### src/rtl/smol_pkg.sv
// smol_pkg: shared types and constants for the smol fetch stage.
package smol_pkg;
  localparam int XLEN = 32;
  localparam logic [31:0] INSTR_NOP = 32'h0000_0013;
  typedef enum logic [1:0] {REQ, WAIT, HOLD, FAULT} fetch_state_t;
  function automatic logic misaligned(input logic [31:0] a);
    return a[1:0] != 2'b00;
  endfunction
endpackage

### src/rtl/smol_fetch_unit.sv
// smol_fetch_unit: PC register and single-outstanding instruction fetch with stale-response kill.
module smol_fetch_unit import smol_pkg::*; #(
  parameter logic [31:0] RESET_PC = 32'h0000_0000,
  parameter int XLEN = 32
) (
  input  logic            clk,
  input  logic            rst_n,
  input  logic [XLEN-1:0] next_pc,
  input  logic            pc_load,
  output logic            imem_req,
  output logic [XLEN-1:0] imem_addr,
  input  logic            imem_gnt,
  input  logic            imem_rvalid,
  input  logic [XLEN-1:0] imem_rdata,
  output logic            instr_valid,
  input  logic            instr_ready,
  output logic [XLEN-1:0] instr,
  output logic [XLEN-1:0] pc,
  output logic            fetch_fault
);
  fetch_state_t state, state_n, tgt;
  logic [XLEN-1:0] pc_eff, instr_n;
  logic kill, kill_n, valid, valid_n, run;
  // run holds off the first request until the edge after reset release
  always_ff @(posedge clk or negedge rst_n) begin
    if (!rst_n) begin
      state <= REQ;
      pc    <= RESET_PC;
      kill  <= 1'b0;
      valid <= 1'b0;
      instr <= INSTR_NOP;
      run   <= 1'b0;
    end else begin
      state <= state_n;
      pc    <= pc_eff;
      kill  <= kill_n;
      valid <= valid_n;
      instr <= instr_n;
      run   <= 1'b1;
    end
  end
  always_comb begin
    pc_eff  = pc_load ? next_pc : pc;
    tgt     = misaligned(pc_eff) ? FAULT : REQ;
    state_n = state;
    kill_n  = kill;
    valid_n = valid;
    instr_n = instr;
    case (state)
      REQ:
        if (run && imem_gnt) begin
          state_n = WAIT;
          kill_n  = pc_load;
        end else if (pc_load) state_n = tgt;
      WAIT:
        if (imem_rvalid && (kill || pc_load)) begin
          kill_n  = 1'b0;
          state_n = tgt;
        end else if (imem_rvalid) begin
          instr_n = imem_rdata;
          valid_n = 1'b1;
          state_n = HOLD;
        end else if (pc_load) kill_n = 1'b1;
      HOLD:
        if (pc_load) begin
          valid_n = 1'b0;
          state_n = tgt;
        end else if (instr_ready) valid_n = 1'b0;
      FAULT: state_n = pc_load ? tgt : FAULT;
      default: state_n = REQ;
    endcase
  end
  assign imem_req    = run && state == REQ;
  assign imem_addr   = pc;
  assign instr_valid = valid;
  assign fetch_fault = state == FAULT;
endmodule
### config.mk
export PLATFORM = sky130hd
export DESIGN_NAME = smol_fetch_unit
export DESIGN_NICKNAME = d
export VERILOG_FILES = /design/src/rtl/smol_pkg.sv /design/src/rtl/smol_fetch_unit.sv
export SDC_FILE = /design/constraint.sdc
export NUM_CORES = 1
export LEC_CHECK = 0
export ABC_AREA = 1
export ABC_CLOCK_PERIOD_IN_PS = 1300
export BUFFER_PORTS_ARGS = -buffer_cell sky130_fd_sc_hd__buf_4
export CORE_ASPECT_RATIO = 0.75
export CORE_UTILIZATION = 44
export DETAILED_ROUTE_END_ITERATION = 10
export GPL_TIMING_DRIVEN = 0
export PLACE_DENSITY = 0.84
export SYNTH_ARGS = -nofsm -noshare
export SYNTH_HDL_FRONTEND = slang
export SYNTH_SLANG_ARGS = --single-unit
### constraint.sdc
create_clock -name clk -period 1.3 [get_ports clk]
set_input_delay 0.13 -clock clk [delete_from_list [all_inputs] [get_ports clk]]
set_output_delay 0.13 -clock clk [all_outputs]
set_load 0.02 [all_outputs]
==> results of run 1 <==
-- report_power, final --
group / total, mW / switching, mW / leakage, nW / internal [mW]
clock network: 1.46 / 0.726 / 0.0833 / 0.730
logic: 3.71 / 2.01 / 1.99 / 1.70
registers: 3.29 / 0.471 / 0.843 / 2.82
total: 8.46 / 3.20 / 2.92 / 5.25
-- metrics by stage --
step                      area, µm²  TNS [ps]
after floorplan                3030         0
after global placement         4390         0
after detailed placement       4390         0
after CTS                      5110         0
after global routing           5180      -656
final                          5180         0
-- placed cells by master (no fill, tap or decap), types with 2 or more instances in the layout --
cell type and count:
nand2_1 194, clkbuf_8 10, nor2_1 6, buf_4 208, dfrtp_2 2, inv_2 2
clkinv_2 2, dfstp_2 3, inv_1 9, a21oi_1 3, buf_1 3, nand2_2 14
buf_8 2, dlygate4sd3_1 55, nand3_1 7, clkbuf_1 6, dfrtp_1 64, o21ai_0 3
-- flip-flops by register name, indices dropped and copies added, names as in the netlist --
register / count
run: 1
instr_valid: 1
instr: 32
kill: 1
imem_addr: 32
state: 2
-- layout make-up --
type / instances / share of cell area
multi-input combinational: 231 / 0.182
buffer: 45 / 0.0657
tap: 81 / 0.0196
timing repair buffer: 228 / 0.357
sequential: 69 / 0.335
inverter: 13 / 0.0104
clock buffer: 13 / 0.0287
clock inverter: 2 / 0.00193
-- kinds of logic (layout without fill, tap and decap cells) --
kind of cell	after synthesis	count (layout)	share of synthesized area
and+or+nand+nor	224	224	0.295
other	1	1	0.00124
buffers and inverters	58	301	0.123
DFF	69	69	0.571
AOI/OAI and AO/OA	6	6	0.00991
-- worst paths after layout --
kind	cells past startpoint	slack, ps	to
max	7	10	instr[12]
min	3	20	instr[1]
min in group asynchronous	2	460	imem_addr[26]
max reg2reg	7	10	instr[12]
max in group asynchronous	2	240	state[0]
min reg2reg	2	470	instr[0]
-- layer usage --
layer | vias to the layer above | global-route usage
met5 | - | 0
met4 | 0 | 0.106
met3 | 12 | 0.0723
met2 | 133 | 0.471
met1 | 1489 | 0.302
li1 | 1516 | -
-- worst max-delay path: stages, from the launching register on --
cell     delay, ps
dfrtp_2        440
inv_2           90
nand2_2         80
inv_2          100
nand3_4        120
buf_4          210
nand2_1         80
nand2_1         70
-- what timing repair did --
action | in CTS | in global routing
pin swaps | 0 | 1
setup endpoints to repair | 3 | 31
endpoints found under the hold margin | 120 | 0
gates cloned | 0 | 0
resized for setup | 3 | 14
hold buffers | 55 | 0
setup buffers | 0 | 5
==> impl_metrics.json, run 1 <==
{
  "port_buffers": 168,
  "hold_viol": 0,
  "syn-instance-count": 358,
  "skew_ps": 5.70,
  "die_w_um": 97.8,
  "drive_gt1_frac": 0.414,
  "gp_congestion": 0.801,
  "fmax_mhz": 778,
  "synth_top_area_share": 0.545,
  "cts-root-buf": "clkbuf_8",
  "ys_types": 21,
  "drtIter0Drc": 142,
  "period_share": 0.989,
  "maxCapViolations": 0,
  "synth_common_cells": "nand2_1, dfrtp_1, buf_4",
  "rsz0062_at_grt": "true",
  "dp_slack_ps": 15.4,
  "highest_layer": "met4",
  "ys_async_sr_fraction": 1.00,
  "finalPower_mw": 8.46,
  "clock_path_buffers": 2,
  "seqCellArea_um2": 1730,
  "finalCriticalPeriod_ps": 1290,
  "cts_buffers": 9,
  "wl_met2_um": 4720,
  "synth_edf_count": 0,
  "outcome": "finished, violations left",
  "h-tree-depth": 3,
  "finalNonFillerCells": 682,
  "regToRegStartpoint": "state[1]",
  "initial_utilization": 0.468,
  "ios": 169,
  "drc": 26,
  "vias": 3150,
  "cts_tree": "done",
  "cts.clk_slew.worst_paths_ps": 70,
  "ys_warn_count": 0,
  "antenna_found_initial": 0,
  "maxSlewViolCount": 0,
  "power_density_nw_per_um2": 1630,
  "hold_class": "input pin to flip-flop",
  "slew_headroom": 0.429,
  "min-delay-start": "imem_rdata[1]",
  "critPathMaxFanout": 10,
  "nNetsFinal": 667,
  "worstSetupEndpointType": "flip-flop",
  "dieHeight_um": 73.9,
  "cts.sinks": 69,
  "multi_input_area_um2": 943,
  "row_count": 25,
  "coreArea_um2": 6470,
  "arrival_ps": 1510,
  "fill_cells": 420,
  "crit_start": "state[1]",
  "grtUsageTotal": 0.262,
  "ir_drop_uv": 1330,
  "worst_slew_pin_slew_ps": 856,
  "synth.net_count": 428,
  "critPathKind": "flip-flop to flip-flop",
  "m1WireLength_um": 3730,
  "grt_pass1_wl_um": 14400,
  "yosysSeqAreaShare": 0.571,
  "hpwlAfterDp_um": 5530,
  "netlist_area_um2": 3030,
  "finalSetupViolCount": 0,
  "synth.most_common_cell": "nand2_1",
  "synth.avg_cell_area_um2": 8.46,
  "syn2layout_area_growth_pct": 70.9,
  "clock_latency_ps": 330,
  "antenna_left": 0,
  "viasPerCell": 4.62,
  "die-area_um2": 7230,
  "whs_ps": 15.2,
  "finalWirelength_um": 9150,
  "post-route-util": 0.800,
  "placedCellCount": 607,
  "grt-ovfl-total": 0,
  "antenna_cells": 0,
  "synth_area_leaders": "dfrtp_1, nand2_1, buf_4",
  "violations": "design-rule violations",
  "yosysTopAreaCell": "dfrtp_1",
  "critPathLaunchType": "flip-flop",
  "drt_first_pass_iters": 9,
  "wire_per_inst_um": 13.4,
  "wl_met3_um": 590,
  "grt_max_degree": 70,
  "grt_pass1_vias": 3080,
  "fin_ws_ps": 14.9,
  "synth_flop_cell": "dfrtp_1",
  "power_leakage_nw": 2.92,
  "worstPathRequired_ps": 1520,
  "ys_ff_latch": 69
}
(Power assumes the default switching activity.)
==> run 2: changes to the inputs <==
- PLACE_DENSITY: 0.84 -> 0.82
==> run 2 against run 1 <==
Compared with the run above:
- the flow finishes with violations (design-rule violations, negative setup slack)
- flip-flop and latch count did not move
- combinational power rose by 5%
- die area did not move
- maximum frequency fell by 1.7%
- sequential share of layout area fell by 1.5 points
- design area rose by 4.7%
- largest power group unchanged
==> impl_metrics.json, run 2 (same netlist as run 1, synthesis figures left out) <==
{
  "cpMaxStageDelayCell": "dfrtp_2",
  "min-delay-start": "next_pc[11]",
  "dpl_cell_area_um2": 4390,
  "worst_slew_pin_slew_ps": 859,
  "critPathMaxFanout": 10,
  "arrival_ps": 1540,
  "fmax_mhz": 765,
  "regToRegStartpoint": "state[1]",
  "crit_family": "flip-flops",
  "rsz0062_at_grt": "true",
  "crit_start": "state[1]",
  "clock_path_buffers": 2,
  "syn2layout_area_growth_pct": 79.0,
  "layout_commonest_cell": "buf_4",
  "finalNonFillerCells": 695,
  "grt-ovfl-total": 0,
  "critPathBufInv": 3,
  "initial_utilization": 0.468,
  "drtIter0Drc": 142,
  "path_cells": "inv_2, nand2_4, inv_4, nand3_4, buf_4, nand2_1, nand2_1",
  "dieHeight_um": 73.9,
  "die_w_um": 97.8,
  "cts-root-buf": "clkbuf_8",
  "maxCapViolations": 0,
  "finalSetupViolCount": 2,
  "critPathLaunchType": "flip-flop",
  "whs_ps": 20.6,
  "nNetsFinal": 679,
  "skew_ps": 9.11,
  "worstSetupEndpointType": "flip-flop",
  "hold_class": "input pin to flip-flop",
  "drc": 26,
  "mostFrequentLayoutCells": "buf_4, nand2_1, dfrtp_1",
  "antenna_left": 0,
  "crit_top_cell": "nand2_1",
  "drive_gt1_frac": 0.436,
  "cts_tree": "done",
  "fin_ws_ps": -7.28,
  "worstPathRequired_ps": 1540,
  "gp_congestion": 0.786,
  "timing.setup.tns_ps": -9.48,
  "ios": 169,
  "hold_viol": 0,
  "grt_pass1_wl_um": 13700,
  "finalCriticalPeriod_ps": 1310,
  "power_density_nw_per_um2": 1630,
  "row_count": 25,
  "antenna_cells": 0,
  "critPathKind": "flip-flop to flip-flop",
  "fill_cells": 372,
  "clock_latency_ps": 340,
  "finalWirelength_um": 9300,
  "cts.sinks": 69,
  "cp_slowest_stage_delay_ps": 440,
  "die-area_um2": 7230,
  "period_share": 1.01,
  "drt_first_pass_iters": 7,
  "grt_max_degree": 70,
  "power_leakage_nw": 3.05,
  "cts_buffers": 9,
  "slew_headroom": 0.428,
  "ir_drop_uv": 1260,
  "antenna_found_initial": 0,
  "viasPerCell": 4.67,
  "vias": 3243,
  "wire_per_inst_um": 13.4,
  "grt_pass1_vias": 3008,
  "hpwlAfterDp_um": 5330,
  "maxSlewViolCount": 0,
  "port_buffers": 168,
  "final_area_um2": 5420,
  "coreArea_um2": 6470,
  "grtUsageTotal": 0.248,
  "violations": "design-rule violations, negative setup slack",
  "dp_slack_ps": -10.7,
  "outcome": "finished, violations left",
  "placedCellCount": 607,
  "cts.clk_slew.worst_paths_ps": 70,
  "h-tree-depth": 3
}
==> run 2: changes by cell type in the layout (fill, tap and decap cells not counted), sizes merged <==
cell and change:
dlygate4sd3 +7, buf +3, bufinv +1, clkbuf +1, clkinvlp +1
==> run 2: what timing repair did <==
item	CTS	global route
pin swaps	0	3
hold endpoints to repair	127	0
buffers inserted	0	8
setup endpoints to repair	7	32
gates resized for setup	3	35
cloned	0	2
hold buffers	62	0
==> run 2: worst register-to-register path, stage by stage, from the launching register on <==
cell and delay [ps]:
dfrtp_2 440, inv_2 110, nand2_4 70, inv_4 70, nand3_4 140, buf_4 220, nand2_1 80, nand2_1 60
==> run 2: metrics by stage <==
stage	total power, mW	utilization
3_3_place_gp	6.57	0.678
6_report	8.87	0.838
2_1_floorplan	5.09	-
5_1_grt	9.34	0.838
4_1_cts	8.56	0.805
3_5_place_dp	6.66	0.678
==> run 2: path summary, 6_finish.rpt <==
path | endpoint | slack, ps | depth (start not counted)
setup / recovery | instr[18] | -7 | 7
hold / removal | imem_addr[11] | 20 | 3
setup reg to reg | instr[18] | -7 | 7
hold reg to reg | instr[4] | 470 | 2
max in group asynchronous | state[0] | 260 | 2
min in group asynchronous | imem_addr[3] | 430 | 2
==> run 2: final cells by class <==
cell class / instances / area [µm²] / area share
clock inverters: 4 / 47.5 / 0.00877
well taps: 81 / 101 / 0.0187
repair buffers: 240 / 1990 / 0.367
plain buffers: 45 / 348 / 0.0641
multi-input cells: 231 / 998 / 0.184
clock buffers: 12 / 145 / 0.0268
flip-flops and latches: 69 / 1730 / 0.319
inverters: 13 / 58.8 / 0.0108
==> run 2: per-layer routing <==
layer | part of all wire | wire length, µm | GRT usage
met5 | 0 | 0 | 0
met4 | 0.018 | 166 | 0.0993
met3 | 0.068 | 632 | 0.0695
met2 | 0.52 | 4880 | 0.448
met1 | 0.39 | 3630 | 0.282
==> run 2: where the power goes <==
part           switching, mW  internal (mW)
combinational           2.08           1.81
sequential             0.451           2.82
clock                  0.775          0.933
==> run 3: changes to the inputs <==
- PLACE_DENSITY: 0.82 -> 0.8
==> run 3 against run 2 <==
Compared with the run above:
- the run still ends with design-rule violations, negative setup slack left
- highest routed layer unchanged
- utilization shrank 1.5 points
- via count shrank 3.4%
- global-route usage grew 1.7 points
==> impl_metrics.json, run 3 (same netlist as run 1, synthesis figures left out) <==
{
  "finalPower_mw": 8.95,
  "finalCriticalPeriod_ps": 1320,
  "violations": "design-rule violations, negative setup slack",
  "nNetsFinal": 674,
  "vias": 3134,
  "critPathLaunchType": "flip-flop",
  "cts-root-buf": "clkbuf_8",
  "cpMaxStageDelayCell": "dfrtp_2",
  "worstSetupEndpointType": "output port",
  "final_area_um2": 5330,
  "critPathMaxFanout": 5,
  "post-route-util": 0.823,
  "clock_path_buffers": 2,
  "initial_utilization": 0.468,
  "dieHeight_um": 73.9,
  "crit_top_cell": "buf_4",
  "power_density_nw_per_um2": 1680,
  "skew_ps": 7.57,
  "cts_buffers": 9,
  "syn2layout_area_growth_pct": 75.8,
  "viasPerCell": 4.55,
  "die-area_um2": 7230,
  "antenna_cells": 0,
  "ir_drop_uv": 1160,
  "dp_slack_ps": -10.2,
  "grt_pass1_wl_um": 14700,
  "drtIter0Drc": 163,
  "hpwlAfterDp_um": 5570,
  "ios": 169,
  "worst_slew_pin_slew_ps": 850,
  "grtUsageTotal": 0.265,
  "grt_pass1_vias": 3114,
  "cts_tree": "done",
  "cp_slowest_stage_delay_ps": 440,
  "die_w_um": 97.8,
  "maxCapViolations": 0,
  "gp_congestion": 0.771,
  "clock_latency_ps": 350,
  "outcome": "finished, violations left",
  "mostFrequentLayoutCells": "buf_4, nand2_1, dfrtp_1",
  "drt_first_pass_iters": 7,
  "layout_commonest_cell": "buf_4",
  "port_buffers": 168,
  "critPathKind": "flip-flop to output port",
  "antenna_left": 0,
  "drive_gt1_frac": 0.406,
  "antenna_found_initial": 0,
  "timing.setup.tns_ps": -22.7,
  "arrival_ps": 1190,
  "power_leakage_nw": 2.98,
  "coreArea_um2": 6470,
  "finalWirelength_um": 9280,
  "rsz0062_at_grt": "true",
  "finalSetupViolCount": 1,
  "fin_ws_ps": -22.7,
  "grt-ovfl-total": 0,
  "h-tree-depth": 3,
  "whs_ps": 89.4,
  "drc": 26,
  "placedCellCount": 607,
  "cts.clk_slew.worst_paths_ps": 70,
  "grt_max_degree": 70,
  "critPathBufInv": 3,
  "wire_per_inst_um": 13.5,
  "path_cells": "buf_4, nand2_1, inv_1, buf_4",
  "hold_class": "input pin to flip-flop",
  "crit_family": "flip-flops",
  "slew_headroom": 0.433,
  "period_share": 1.02,
  "dpl_cell_area_um2": 4390,
  "cts.sinks": 69,
  "finalNonFillerCells": 689,
  "row_count": 25,
  "maxSlewViolCount": 0,
  "fmax_mhz": 756,
  "hold_viol": 0,
  "worstPathRequired_ps": 1170
}
==> run 3: worst paths after layout <==
check,start,end,slack (ps),cells after the start
worst max-delay path,state[1],fetch_fault,-20,4
worst min-delay path,next_pc[1],imem_addr[1],90,5
worst max register to register,state[1],instr[15],20,7
worst min register to register,instr[4],instr[4],480,2
max in group asynchronous,rst_n,state[0],260,2
min in group asynchronous,rst_n,imem_addr[26],440,2
==> run 3: area by class of cell <==
type | count | area (µm²)
Buffer | 45 | 344
Multi-Input combinational cell | 231 | 941
Clock buffer | 11 | 141
Tap cell | 81 | 101
Inverter | 13 | 56.3
Sequential cell | 69 | 1730
Clock inverter | 4 | 72.6
Fill cell | 388 | 1150
Timing Repair Buffer | 235 | 1940
==> run 3: power breakdown <==
group          switching (mW)  internal (mW)
clock                   0.801           1.12
combinational            2.02           1.72
sequential              0.472           2.82
total                    3.29           5.66
==> run 3: metal layers <==
layer,vias to the layer above,global-route usage,part of all wire
met2,131,0.467,0.52
met1,1456,0.308,0.40
met3,14,0.0828,0.071
li1,1533,-,-
met4,0,0.0976,0.014
met5,-,0,0
==> run 3: timing repair <==
action | in CTS | in global routing
hold endpoints to repair | 128 | 0
gates cloned | 0 | 1
gates resized for setup | 3 | 14
pin swaps | 1 | 2
hold buffers | 63 | 0
setup endpoints to repair | 7 | 31
buffers inserted | 0 | 3
==> run 3: tightest hold or removal path: cells and delay by family <==
kind / cells / cell delay [ps]
buf+inv: 3 / 170
simple gates: 2 / 110
